$ cat src/rtl/alu_issue_stage.sv
// alu_issue_stage: decode/issue stage in front of the 64-bit integer ALU.
// Decodes RV64 OP / OP-IMM, reads rs1/rs2 from the external regfile and
// registers the ALU operands and controls behind a valid/ready handshake.
// A per-register busy scoreboard holds back RAW hazards until writeback.
// Optional feature: define ISSUE_BYPASS_EN to forward wb_data into a
// source operand that is retiring in the same cycle (no stall on it).
module alu_issue_stage #(
    parameter int DATA_WIDTH = 64,
    parameter int NREGS      = 32
) (
    input  logic                  clk,
    input  logic                  rst,
    input  logic                  instr_valid,
    input  logic [31:0]           instr,
    output logic                  instr_ready,
    output logic [4:0]            rs1_addr,
    output logic [4:0]            rs2_addr,
    input  logic [DATA_WIDTH-1:0] rs1_data,
    input  logic [DATA_WIDTH-1:0] rs2_data,
    input  logic                  wb_valid,
    input  logic [4:0]            wb_rd,
    input  logic [DATA_WIDTH-1:0] wb_data,
    output logic                  out_valid,
    input  logic                  out_ready,
    output logic [DATA_WIDTH-1:0] in1,
    output logic [DATA_WIDTH-1:0] in2,
    output logic [3:0]            func3,
    output logic [3:0]            func7,
    output logic [4:0]            out_rd,
    output logic                  illegal
);
    localparam logic [6:0] OPC_OP    = 7'b0110011;
    localparam logic [6:0] OPC_OPIMM = 7'b0010011;

    typedef struct packed {
        logic [DATA_WIDTH-1:0] in1;
        logic [DATA_WIDTH-1:0] in2;
        logic [3:0]            f3;
        logic [3:0]            f7;
        logic [4:0]            rd;
    } issue_t;

    issue_t                op_q, op_d;
    logic [NREGS-1:0]      busy, busy_nxt;
    logic                  is_op, is_opimm, legal;
    logic [2:0]            f3;
    logic [4:0]            rd;
    logic                  rs1_fwd, rs2_fwd;
    logic [DATA_WIDTH-1:0] src1, src2;
    logic                  rs1_busy, rs2_busy, stall, xfer, alt;

    assign is_op    = (instr[6:0] == OPC_OP);
    assign is_opimm = (instr[6:0] == OPC_OPIMM);
    assign legal    = is_op || is_opimm;
    assign f3       = instr[14:12];
    assign rd       = instr[11:7];
    assign rs1_addr = instr[19:15];
    assign rs2_addr = instr[24:20];

`ifdef ISSUE_BYPASS_EN
    // A source retiring this cycle takes wb_data and is not treated as busy.
    assign rs1_fwd = wb_valid && (wb_rd == rs1_addr) && (rs1_addr != 5'd0);
    assign rs2_fwd = wb_valid && (wb_rd == rs2_addr) && (rs2_addr != 5'd0);
    assign src1    = rs1_fwd ? wb_data : rs1_data;
    assign src2    = rs2_fwd ? wb_data : rs2_data;
`else
    logic unused_wb_data;
    assign unused_wb_data = ^wb_data;
    assign rs1_fwd = 1'b0;
    assign rs2_fwd = 1'b0;
    assign src1    = rs1_data;
    assign src2    = rs2_data;
`endif

    // busy[0] is forced low in busy_nxt, so x0 never stalls.
    assign rs1_busy    = busy[rs1_addr] && !rs1_fwd;
    assign rs2_busy    = busy[rs2_addr] && !rs2_fwd;
    // Illegal opcodes have no real sources, so they never wait on the scoreboard.
    assign stall       = legal && (rs1_busy || (is_op && rs2_busy));
    assign instr_ready = !stall && (!out_valid || out_ready);
    assign xfer        = instr_valid && instr_ready;

    // SUB/SRA select: OP uses bit 30 for ADD/SUB and SRL/SRA; OP-IMM only for SRLI/SRAI.
    assign alt = instr[30] && (is_op ? ((f3 == 3'b000) || (f3 == 3'b101)) : (f3 == 3'b101));

    // Operand/control decode for the op being presented this cycle.
    always_comb begin
        op_d     = '0;
        op_d.in1 = src1;
        op_d.f3  = {1'b0, f3};
        op_d.f7  = {3'b000, alt};
        op_d.rd  = rd;
        if (is_op)
            op_d.in2 = src2;
        else if (f3 == 3'b001 || f3 == 3'b101)
            // Immediate shifts carry the funct7 bits in imm[11:6]; pass only the shamt.
            op_d.in2 = {{(DATA_WIDTH-6){1'b0}}, instr[25:20]};
        else
            op_d.in2 = {{(DATA_WIDTH-12){instr[31]}}, instr[31:20]};
    end

    // Scoreboard update: writeback clears first so a same-cycle issue to that rd wins.
    always_comb begin
        busy_nxt = busy;
        if (wb_valid)
            busy_nxt[wb_rd] = 1'b0;
        if (xfer && legal && rd != 5'd0)
            busy_nxt[rd] = 1'b1;
        busy_nxt[0] = 1'b0;
    end

    // Output register, illegal pulse and scoreboard state.
    always_ff @(posedge clk) begin
        if (rst) begin
            out_valid <= 1'b0;
            illegal   <= 1'b0;
            op_q      <= '0;
            busy      <= '0;
        end else begin
            busy    <= busy_nxt;
            illegal <= xfer && !legal;
            if (xfer && legal) begin
                out_valid <= 1'b1;
                op_q      <= op_d;
            end else if (out_ready) begin
                out_valid <= 1'b0;
            end
        end
    end

    assign in1    = op_q.in1;
    assign in2    = op_q.in2;
    assign func3  = op_q.f3;
    assign func7  = op_q.f7;
    assign out_rd = op_q.rd;
endmodule

$ cat config.mk
export PLATFORM = sky130hd
export DESIGN_NAME = alu_issue_stage
export DESIGN_NICKNAME = d
export VERILOG_FILES = /design/src/rtl/alu_issue_stage.sv
export SDC_FILE = /design/constraint.sdc
export NUM_CORES = 1
export LEC_CHECK = 0
export BUFFER_PORTS_ARGS = -buffer_cell sky130_fd_sc_hd__buf_2
export CAP_MARGIN = 20
export CELL_PAD_IN_SITES_DETAIL_PLACEMENT = 0
export CELL_PAD_IN_SITES_GLOBAL_PLACEMENT = 1
export CORE_AREA = 2 2 150 152
export CTS_CLUSTER_DIAMETER = 150
export DETAILED_ROUTE_END_ITERATION = 16
export DIE_AREA = 0 0 152 154
export GPL_TIMING_DRIVEN = 0
export PLACE_DENSITY_LB_ADDON = 0.1
export SKIP_CTS_REPAIR_TIMING = 1
export SYNTH_ARGS = -nofsm -noshare
export SYNTH_HDL_FRONTEND = slang
export SYNTH_SLANG_ARGS = --single-unit
$ cat constraint.sdc
create_clock -name clk -period 5.6 [get_ports clk]
set_input_delay 0.84 -clock clk [delete_from_list [all_inputs] [get_ports clk]]
set_output_delay 0.84 -clock clk [all_outputs]
set_load 0.005 [all_outputs]
* Yosys cells after proc, flatten, opt, wreduce, memory -nomap -nowiden
Index checks and enable logic that the tools add are counted.
** Word-level totals
- Register bits :: 171
- Latch bits :: 0
- Memory bits (writable) :: 0
- ROM bits :: 0
- Memories kept :: 0
** Cells by class
- $add $sub $neg :: 0
- $mul :: 0
- Divide/modulo/power cells :: 0
- $lt $le $gt $ge :: 6
- Eq/ne operators :: 4
- Shift operators :: 0
- Muxes and demuxes :: 15
- Bitwise operators :: 3
- Reduce and logical (&&, ||, !) cells :: 21
** Operators with widths (number)
- 2-to-1 mux 64 bit :: 2
- 2-to-1 mux 32 bit :: 2
- bitwise AND 32 bit :: 1
- inverter 32 bit :: 1
- OR 32 bit :: 1
- < comparator 5 x 6 -> 1 bit (second input constant) :: 4
- binary-select mux 1 bit (select 5 bit) :: 2
- demux 1 bit (select 5 bit) :: 2
- >= comparator 5 x 1 -> 1 bit (second input constant) :: 2
- logical AND 1 bit :: 10
- equality test 7 x 5 -> 1 bit (second input constant) :: 1
- equality test 7 x 6 -> 1 bit (second input constant) :: 1
- 2-to-1 mux 1 bit :: 7
- logical OR 1 bit :: 5
- nonzero test 5 bit :: 1
- equality test 3 x 1 -> 1 bit (second input constant) :: 1
- equality test 3 bit (second input constant) :: 1
- zero test 1 bit :: 3
- zero test 3 bit :: 1
- nonzero test 2 bit :: 1

* Depth between registers and ports, before layout
Gate-level depths: netlist of the first run.
- Depth after elaboration :: 11
- Depth in mapped cells :: 9
- Mapped depth without buffers :: 6

* Worst setup path before layout of the first run
OpenSTA, ideal clock, no wires.
- Path type :: input to register
- Start point :: input instr[21]
- End point :: register op_q (netlist bit out_rd[2])
- Library setup time :: 0.128 ns
- Data arrival time :: 3.390 ns
- Required time :: 5.472 ns
- Setup slack :: 2.083 ns
- Cell stages on the path :: 9
- Path buffers :: 3
- Cell sequence :: buf_2 mux4_2 mux4_2 o22a_1 a2111oi_4 buf_4 buf_4 mux2i_1 nor2_1
** Between the ends
- Cells in the longest elaborated chain, start to end :: 9
** Ends and longest elaborated chain
- from (decl) :: RTL line 14 : input logic [31:0] instr,
- binary-select mux 1 bit (select 5 bit) :: RTL line 77 : assign rs2_busy = busy[rs2_addr] && !rs2_fwd;
- 2-to-1 mux 1 bit (implied by the code) :: RTL line 77
- logical AND 1 bit :: RTL line 79 : assign stall = legal && (rs1_busy || (is_op && rs2_busy));
- logical OR 1 bit :: RTL line 79
- logical AND 1 bit :: RTL line 79
- zero test 1 bit :: RTL line 80 : assign instr_ready = !stall && (!out_valid || out_ready);
- logical AND 1 bit :: RTL line 80
- logical AND 1 bit :: RTL line 81 : assign xfer = instr_valid && instr_ready;
- logical AND 1 bit :: RTL line 122 : if (xfer && legal) begin
- to (signal assigned) :: RTL line 124 : op_q <= op_d;
- to (decl) :: RTL line 43 : issue_t op_q, op_d;
Every way passes these cells. The select of a mux whose other input is x is not followed.
A chain may end at the register's enable or synchronous reset.

* Worst setup path after layout of the first run
- Start point :: input instr[21]
- End point :: output instr_ready
** Between the ends
- Cells in the longest elaborated chain, start to end :: 7
** Ends and longest elaborated chain
- binary-select mux 1 bit (select 5 bit) :: RTL line 77
- 2-to-1 mux 1 bit (implied by the code) :: RTL line 77
- logical AND 1 bit :: RTL line 79
- logical OR 1 bit :: RTL line 79
- logical AND 1 bit :: RTL line 79
- zero test 1 bit :: RTL line 80
- logical AND 1 bit :: RTL line 80
- to (decl) :: RTL line 15 : output logic instr_ready,
Every way passes these cells. The select of a mux whose other input is x is not followed.

==> results.py, run 1 <==
metrics = {
    "drt": {
        "drt_iter0_markers": 408,
        "dr.pass1.iters": 5,
        "vias": 7023,
        "via_per_inst": 4.87,
        "routedWlPerCell_um": 17.6,
        "route.detailed.drc": 0,
        "final_antenna_net_count": 0,
        "routed_wirelength_um": 25300,
    },
    "outcome": {
        "status": "finished clean",
    },
    "yosys": {
        "ys_ff_latch": 170,
        "yosys_warnings": 0,
        "synthDistinctLibCells": 42,
        "ys_seq_area_share_pct": 45.5,
        "synthesis.area_um2": 7480,
        "syn_inst": 808,
        "synth_area_per_cell_um2": 9.26,
    },
    "floorplanning": {
        "die_h_um": 154,
        "io_pins": 388,
        "num_rows": 54,
        "fp.coreArea_um2": 21700,
        "die-width_um": 152,
        "die_area_um2": 23400,
        "start_util_pct": 34.5,
    },
    "layout": {
        "fillers": 2222,
        "final_common_cell": "buf_2",
        "drive_gt1_share_pct": 34.6,
        "syn2layout_area_growth_pct": 33.9,
        "final_nets": 1379,
        "finish.utilization_pct": 46.2,
        "fin_cells": 1441,
        "regArea_um2": 3400,
        "layout_common_cells": "325 x buf_2, 170 x dfxtp_1, 110 x nand2_1, 95 x nor2_1, 87 x mux2i_1",
        "design_area_um2": 10000,
        "multi_input_area_um2": 3740,
    },
    "worst_setup_path": {
        "cp_slowest_cell": "mux4_2",
        "cp-end-kind": "output pin",
        "max_stage_delay_ns": 0.56,
        "cp.arrival_ns": 3.13,
        "reg2reg_depth": 8,
        "start_kind": "input port",
        "criticalPathCategory": "input port to output pin",
        "crit_required_ns": 4.76,
        "reg2reg_from": "busy[31]",
        "worstReg2RegEnd": "in2[55]",
        "worstPathCellList": "buf_2 -> buf_2 -> mux4_2 -> mux4_2 -> o22a_1 -> nand2_1 -> nand2_1 -> a21boi_0 -> buf_2",
        "reg2reg_slack_ns": 2.28,
        "critPathMaxFanout": 10,
        "crit_family": "multiplexers",
        "crit_top_cell": "buf_2",
        "crit_buf_inv": 3,
    },
    "place": {
        "globalplace.congestion": 0.792,
        "place_ws_ns": 1.18,
        "dp.cells": 1406,
        "placed_area_um2": 9430,
        "dpl.hpwl_um": 19400,
        "io_buffers": 314,
    },
    "grt": {
        "grt_max_degree": 19,
        "antenna_found_initial": 4,
        "grt_overflow_total": 0,
        "met2_usage_pct": 34.3,
        "grt_usage_pct": 21.2,
        "use_met1_pct": 25.7,
        "top_usage_layer": "met2",
        "grt_pass1_vias": 6890,
        "grt_pass1_wl_um": 38800,
        "met3_usage_pct": 7.16,
    },
    "hold_path": {
        "hold_start": "in2[5]",
        "holdCritPathClass": "flip-flop to flip-flop",
        "hold_end": "in2[5]",
        "min_path_cells": 2,
    },
    "clock_tree": {
        "cts-buffers-inserted": 17,
        "htree_levels": 4,
        "cts_tree": "built",
        "worstSkewPairLatency_ns": 0.44,
        "cts_sinks": 170,
        "cts.path.max_buffers": 2,
        "path_clk_slew_ns": 0.07,
        "cts_root_buf": "clkbuf_16",
    },
    "timing": {
        "timing.slew.headroom_pct": 48.2,
        "holdWs_ns": 0.487,
        "layout_min_cycle_time_ns": 3.97,
        "max_freq_mhz": 252,
        "tns_ns": 0,
        "timing.final.crit_share_pct": 70.8,
        "slew_viol_final": 0,
        "tightestPinTransition_ns": 0.771,
        "setup_viol": 0,
        "setup_slack_ns": 1.63,
        "rsz0062_at_grt": "false",
        "fin_skew_ns": 0.0150,
        "hold_viol_final": 0,
    },
    "pwr": {
        "p_leak_nw": 4.41,
        "p_total_mw": 2.57,
        "vdd_drop_max_mv": 0.176,
        "p_per_area_nw_per_um2": 256,
    },
    "run": {
        "maxCapViolCount": 0,
    },
}
==> cells in the mapped netlist <==
cell	n	area, um2
a2111oi_4	1	27.5
a21boi_0	1	7.51
a21oi_1	2	10.0
a221oi_1	1	8.76
a22oi_1	55	413
a32oi_1	1	8.76
and3_1	3	18.8
and3b_1	2	17.5
buf_1	1	3.75
buf_2	11	55.1
buf_4	20	150
clkbuf_1	38	143
conb_1	1	3.75
dfxtp_1	170	3400
inv_1	2	7.51
mux2_1	3	33.8
mux2_2	6	67.6
mux2i_1	87	871
mux4_2	13	293
nand2_1	110	413
nand2b_1	63	394
nand3_1	13	65.1
nand3b_1	18	135
nand4_1	2	12.5
nand4b_1	1	8.76
nor2_1	95	357
nor2b_1	19	119
nor3_1	5	25.0
nor3b_1	7	52.6
nor4b_1	1	8.76
o21a_1	1	7.51
o21ai_0	23	115
o21ai_1	8	40.0
o22a_1	1	8.76
o22ai_1	2	12.5
o31a_1	1	8.76
o31ai_1	5	37.5
o41ai_1	9	78.8
or2_2	2	12.5
or3_1	2	12.5
or3b_2	1	8.76
or4_1	1	7.51
==> kinds of logic after synthesis <==
group	after synthesis	share of synthesized area, %
compound gates	111	10.5
simple gates	345	22.3
buf+inv	72	4.80
mux	109	16.9
other cells	1	0.0501
flops	170	45.5
==> per-layer routing <==
| metal | share of wire (%) | wire length [um] | vias up |
|---|---|---|---|
| met3 | 8.0 | 2030 | 33 |
| met1 | 43 | 10800 | 3260 |
| met5 | 0.043 | 11 | - |
| li1 | - | - | 3453 |
| met2 | 47 | 11900 | 275 |
| met4 | 2.5 | 637 | 2 |
==> area by class of cell <==
cell class / count / area share [%]
Multi-Input combinational cell: 569 / 37.3
Sequential cell: 170 / 34.0
Timing Repair Buffer: 315 / 15.8
Clock buffer: 18 / 4.28
Buffer: 70 / 3.51
Tap cell: 280 / 3.50
Clock inverter: 14 / 1.54
Inverter: 2 / 0.0749
Antenna cell: 3 / 0.0749
==> registers in the layout (all words and copies together) (netlist names) <==
register	flops
func7	1
in1	64
out_valid	1
func3	3
in2	64
busy	31
out_rd	5
illegal	1
==> worst min-delay path: stages (launching register included) <==
cell,delay (ns)
dfxtp_1,0.32
mux2i_1,0.06
nor2_1,0.07
==> power by group <==
part           switching (mW)  total, mW  internal [mW]  leakage, nW
clock                   0.575       1.17          0.596        0.285
combinational          0.0935      0.180         0.0861         2.75
sequential            0.00259       1.22           1.21         1.37
==> how the worst max path moves through the flow <==
| stage | start | to | slack [ns] | depth (start not counted) |
|---|---|---|---|---|
| floorplan | instr[21] | out_rd[2] | 2.08 | 9 |
| global placement | instr[6] | instr_ready | 0.95 | 8 |
| finish | instr[21] | instr_ready | 1.63 | 9 |
| detailed placement | instr[21] | in2[60] | 1.18 | 10 |
| global route | instr[21] | instr_ready | 1.42 | 9 |
| CTS | instr[21] | instr_ready | 1.60 | 9 |
Note: power is estimated with default switching activity, not from simulation.
==> run 2, diff against run 1 <==
CORE_AREA = unset   (was 2 2 150 152)
CORE_UTILIZATION = 32   (was unset)
DIE_AREA = unset   (was 0 0 152 154)
clock period = 3.77 ns   (was 5.6 ns; I/O delays follow)
==> results.py, run 2 (synthesis gave the netlist of run 1 again) <==
metrics = {
    "floorplanning": {
        "die_h_um": 155,
        "start_util_pct": 32.9,
        "fp.coreArea_um2": 22800,
        "die-width_um": 155,
        "io_pins": 388,
        "num_rows": 55,
        "die_area_um2": 24000,
    },
    "place": {
        "place_ws_ns": -0.401,
        "globalplace.congestion": 0.787,
        "dp.cells": 1439,
        "io_buffers": 314,
        "dpl.hpwl_um": 19300,
    },
    "timing": {
        "setup_slack_ns": 0.344,
        "holdWs_ns": 0.360,
        "fin_skew_ns": 0.0117,
        "timing.final.crit_share_pct": 90.9,
        "hold_viol_final": 0,
        "layout_min_cycle_time_ns": 3.43,
        "max_freq_mhz": 292,
        "tns_ns": 0,
        "rsz0062_at_grt": "false",
        "tightestPinTransition_ns": 0.835,
        "setup_viol": 0,
        "slew_viol_final": 0,
        "timing.slew.headroom_pct": 44.2,
    },
    "worst_setup_path": {
        "cp-end-kind": "output pin",
        "reg2reg_slack_ns": 0.71,
        "critPathMaxFanout": 10,
        "max_stage_delay_ns": 0.56,
        "cp.arrival_ns": 2.86,
        "critPathCapture": "instr_ready",
        "worstPathCellList": "buf_2 -> buf_2 -> mux4_2 -> mux4_2 -> o22a_1 -> nand2_1 -> nand2_1 -> a21boi_0 -> buf_2",
        "reg2reg_from": "busy[30]",
        "crit_top_cell": "buf_2",
        "crit_required_ns": 3.20,
        "reg2reg_depth": 8,
        "critPathLaunch": "instr[21]",
        "start_kind": "input port",
        "cp_slowest_cell": "mux4_2",
        "criticalPathCategory": "input port to output pin",
        "worstReg2RegEnd": "in2[52]",
    },
    "layout": {
        "multi_input_area_um2": 3740,
        "final_nets": 1381,
        "drive_gt1_share_pct": 34.8,
        "fin_cells": 1474,
        "syn2layout_area_growth_pct": 34.5,
        "fillers": 2381,
        "regArea_um2": 3400,
        "final_common_cell": "buf_2",
        "layout_common_cells": "325 x buf_2, 170 x dfxtp_1, 110 x nand2_1, 95 x nor2_1, 87 x mux2i_1",
    },
    "pwr": {
        "p_total_mw": 3.80,
        "p_leak_nw": 4.42,
        "vdd_drop_max_mv": 0.248,
        "p_per_area_nw_per_um2": 377,
    },
    "hold_path": {
        "holdCritPathClass": "input port to flip-flop",
        "min_path_cells": 3,
    },
    "clock_tree": {
        "cts_tree": "built",
        "path_clk_slew_ns": 0.08,
        "htree_levels": 4,
        "cts.path.max_buffers": 2,
        "cts_root_buf": "clkbuf_16",
        "cts-buffers-inserted": 17,
        "worstSkewPairLatency_ns": 0.43,
        "cts_sinks": 170,
    },
    "grt": {
        "grt_max_degree": 19,
        "grt_pass1_vias": 6759,
        "antenna_found_initial": 2,
        "grt_overflow_total": 0,
        "grt_usage_pct": 21.0,
        "grt_pass1_wl_um": 38500,
    },
    "drt": {
        "dr.pass1.iters": 7,
        "routedWlPerCell_um": 17.1,
        "route.detailed.drc": 0,
        "drt_iter0_markers": 416,
        "vias": 6959,
        "final_antenna_net_count": 0,
        "via_per_inst": 4.72,
        "routed_wirelength_um": 25200,
    },
    "run": {
        "maxCapViolCount": 0,
    },
    "outcome": {
        "status": "finished clean",
    },
}
## run 2: worst min path at each step
stage / start / endpoint / slack [ns]
final: rs1_data[41] / in1[41] / 0.36
after global routing: rs1_data[15] / in1[15] / 0.35
after CTS: rs1_data[41] / in1[41] / 0.34
after detailed placement: in1[36] / in1[36] / 0.48
after global placement: in1[47] / in1[47] / 0.47
after floorplan: busy[8] / busy[8] / 0.45
## run 2: per-stage QoR
step / utilization [%] / area [um2]
after floorplan: - / 7490
after global placement: 41.5 / 9460
after detailed placement: 41.6 / 9470
after CTS: 44.1 / 10000
after global routing: 44.2 / 10100
final: 44.2 / 10100
## run 2: cell type report
type	count	area share [%]
well taps	313	3.89
repair buffers	317	15.8
clock inverters	15	1.48
multi-input cells	569	37.2
clock buffers	17	4.23
diodes	1	0.0249
inverters	2	0.0746
flip-flops and latches	170	33.8
plain buffers	70	3.49
## run 2: routing by layer
metal | up-vias | global-route usage, % | routed length, um
met5 | - | 0 | 10
met4 | 2 | 7.07 | 541
met3 | 37 | 6.18 | 1970
met2 | 265 | 35.4 | 12100
met1 | 3193 | 25.6 | 10600
li1 | 3462 | - | -
## run 2: where the power goes
| part | leakage (nW) | switching, mW | internal, mW |
|---|---|---|---|
| Clock | 0.286 | 0.840 | 0.883 |
| Combinational | 2.76 | 0.141 | 0.128 |
| Sequential | 1.37 | 0.00387 | 1.80 |
## run 2: critical path: cells and delay by family
family,cells,cell delay (ns)
compound gates,2,0.43
buf+inv,3,0.60
mux,2,1.08
simple gates,2,0.18
==> run 3, diff against run 2 <==
ABC_AREA = 1   (was unset)
CORE_UTILIZATION = 31   (was 32)
==> results.py, run 3 <==
metrics = {
    "outcome": {
        "status": "finished clean",
    },
    "yosys": {
        "synth_area_leaders": "dfxtp_1 43%, nand2_1 11%, a21oi_1 11%, inv_1 8.4%, o21ai_0 5.3%",
        "synth_top_family_by_area": "compound AO/OA/AOI/OAI gates",
        "yosys_warnings": 0,
        "synth_xor_area_share_pct": 0,
        "synthesis.area_um2": 7880,
        "synth_ff_type": "dfxtp_1",
        "ys_seq_area_share_pct": 43.2,
        "yosys-top-cells-count": "239 x nand2_1, 176 x inv_1, 172 x a21oi_1, 170 x dfxtp_1",
        "yosysTopAreaCellShare_pct": 43.2,
        "synthDistinctLibCells": 25,
        "yosys.area.top_type": "dfxtp_1",
        "synthAdderAreaFrac_pct": 0,
        "synth.most_common_cell": "nand2_1",
        "ys_ff_latch": 170,
        "synth_mux_area_share_pct": 0,
        "synth_compound_area_share_pct": 21.7,
        "synthArstFlopShare_pct": 0,
        "synthSimpleGateAreaFrac_pct": 19.5,
        "synth_area_per_cell_um2": 6.95,
        "synth_edf_count": 0,
        "syn_inst": 1134,
    },
    "place": {
        "globalplace.congestion": 0.810,
        "placed_area_um2": 9860,
        "dpl.hpwl_um": 21800,
        "io_buffers": 314,
    },
    "floorplanning": {
        "start_util_pct": 32.0,
        "num_rows": 57,
        "die-width_um": 161,
        "io_pins": 388,
        "die_area_um2": 26000,
        "die_h_um": 161,
        "fp.coreArea_um2": 24600,
    },
    "layout": {
        "fillers": 2783,
        "design_area_um2": 10400,
        "final_common_cell": "buf_2",
        "syn2layout_area_growth_pct": 32.6,
        "drive_gt1_share_pct": 27.6,
        "layout_common_cells": "328 x buf_2, 239 x nand2_1, 176 x inv_1, 172 x a21oi_1, 170 x dfxtp_1",
        "final_nets": 1704,
    },
    "timing": {
        "layout_min_cycle_time_ns": 2.66,
        "holdWs_ns": 0.396,
        "hold_viol_final": 0,
        "timing.slew.headroom_pct": 53.2,
        "fin_skew_ns": 0.0129,
        "setup_viol": 0,
        "tns_ns": 0,
        "timing.final.crit_share_pct": 70.6,
        "max_freq_mhz": 376,
        "tightestPinTransition_ns": 0.701,
        "rsz0062_at_grt": "false",
        "slew_viol_final": 0,
    },
    "drt": {
        "dr.pass1.iters": 4,
        "final_antenna_net_count": 0,
        "routed-wl-met2_um": 12800,
        "top_layer_used": "met5",
        "wl_met3_um": 2100,
        "routedWlPerCell_um": 15.7,
        "vias": 8356,
        "routed_wirelength_um": 28500,
        "m1WireLength_um": 13100,
        "route.detailed.drc": 0,
        "drt_iter0_markers": 485,
        "via_per_inst": 4.61,
    },
    "pwr": {
        "vdd_drop_max_mv": 0.237,
        "clockPowerShare_pct": 44.6,
        "internal-power_mw": 2.82,
        "swShare_pct": 27.0,
        "power_frac_seq_pct": 46.7,
        "p_comb_share_pct": 8.7,
        "p_leak_nw": 4.71,
        "p_switching_mw": 1.04,
        "p_per_area_nw_per_um2": 370,
    },
    "worst_setup_path": {
        "max_stage_delay_ns": 0.33,
        "crit_required_ns": 3.20,
        "cp-end-kind": "output pin",
        "critPathMaxFanout": 10,
        "cp_slowest_cell": "a21oi_2",
        "crit_top_cell": "nand3_1",
        "reg2reg_slack_ns": 1.72,
        "reg2reg_depth": 14,
        "criticalPathCategory": "input port to output pin",
        "reg2reg_from": "busy[21]",
        "cp.arrival_ns": 2.10,
        "crit_buf_inv": 4,
        "worstReg2RegEnd": "in1[60]",
        "start_kind": "input port",
        "worstPathCellList": "buf_4 -> inv_4 -> buf_6 -> nand2_1 -> nand3_1 -> nand3_1 -> nand3_1 -> nand3_1 -> nand3_1 -> nand2_1 -> a21oi_2 -> buf_2",
        "crit_family": "buffers and inverters",
    },
    "clock_tree": {
        "worstSkewPairLatency_ns": 0.43,
        "cts_tree": "built",
        "cts_sinks": 170,
        "htree_levels": 4,
        "path_clk_slew_ns": 0.07,
        "cts.path.max_buffers": 2,
        "cts_root_buf": "clkbuf_16",
        "cts-buffers-inserted": 17,
    },
    "run": {
        "maxCapViolCount": 0,
    },
    "grt": {
        "antenna_found_initial": 8,
        "grt_pass1_vias": 7779,
        "grt_max_degree": 18,
        "grt_usage_pct": 21.7,
        "grt_pass1_wl_um": 43600,
        "grt_overflow_total": 0,
    },
    "hold_path": {
        "holdCritPathClass": "input port to flip-flop",
        "min_path_cells": 3,
        "hold_start": "rs1_data[2]",
        "hold_end": "in1[2]",
    },
}
[run 3: cell count changes in the layout (fill, tap and decap cells not counted), moves of 55 or more]
cell      change
inv_1       +174
nand2_1     +129
nor2_1       -68
o21ai_1      +76
a21oi_1     +170
mux2i_1      -87
nand2b_1     -63
o21ai_0      +61
a22oi_1      -55
[run 3: kinds of logic after synthesis]
family,count (synthesis)
compound gates,341
buf+inv,265
flops,170
other cells,1
simple gates,357
[run 3: per-layer routing]
metal	global-route usage [%]	vias to the layer above
li1	-	4281
met4	6.52	4
met5	0	-
met3	5.39	24
met2	34.5	295
met1	28.9	3752
[run 3: power groups by stage]
| stage | clock network, mW | logic [mW] | registers (mW) |
|---|---|---|---|
| global route | 1.84 | 0.378 | 1.81 |
| detailed placement | 0 | 0.336 | 1.85 |
| floorplan | 0 | 0.168 | 1.85 |
| CTS | 1.76 | 0.338 | 1.80 |
| global placement | 0 | 0.337 | 1.85 |
| finish | 1.72 | 0.335 | 1.81 |
[run 3: worst max path at each step]
stage / endpoint / from / slack [ns] / cells past startpoint
finish: instr_ready / instr[20] / 1.11 / 12
global route: instr_ready / instr[20] / 0.95 / 12
CTS: instr_ready / instr[20] / 1.09 / 12
detailed placement: in2[30] / instr[3] / 1.06 / 10
global placement: in1[60] / instr[20] / 1.07 / 16
floorplan: instr_ready / instr[20] / 1.59 / 11
[run 3: final cells by class]
type | count | area (um2) | share of cell area [%]
clock buffer | 19 | 433 | 4.15
timing repair buffer | 314 | 1570 | 15.1
multi-input combinational | 702 | 3260 | 31.3
tap | 324 | 405 | 3.88
sequential | 170 | 3400 | 32.6
buffer | 84 | 539 | 5.16
clock inverter | 13 | 129 | 1.23
antenna | 6 | 15.0 | 0.144
inverter | 181 | 682 | 6.53
[run 3: metrics by stage]
| step | cells | utilization [%] | worst slack [ns] | total power [mW] |
|---|---|---|---|---|
| floorplan | 1137 | - | 1.59 | 2.02 |
| global placement | 1775 | 40.1 | 1.07 | 2.18 |
| detailed placement | 1775 | 40.1 | 1.06 | 2.18 |
| CTS | 1807 | 42.4 | 1.09 | 3.91 |
| global route | 1811 | 42.4 | 0.950 | 4.03 |
| finish | 1813 | 42.4 | 1.11 | 3.86 |
[run 3: worst min-delay path: stages]
cell and delay (ns):
buf_2 0.08, o21ai_1 0.05, a21oi_1 0.09
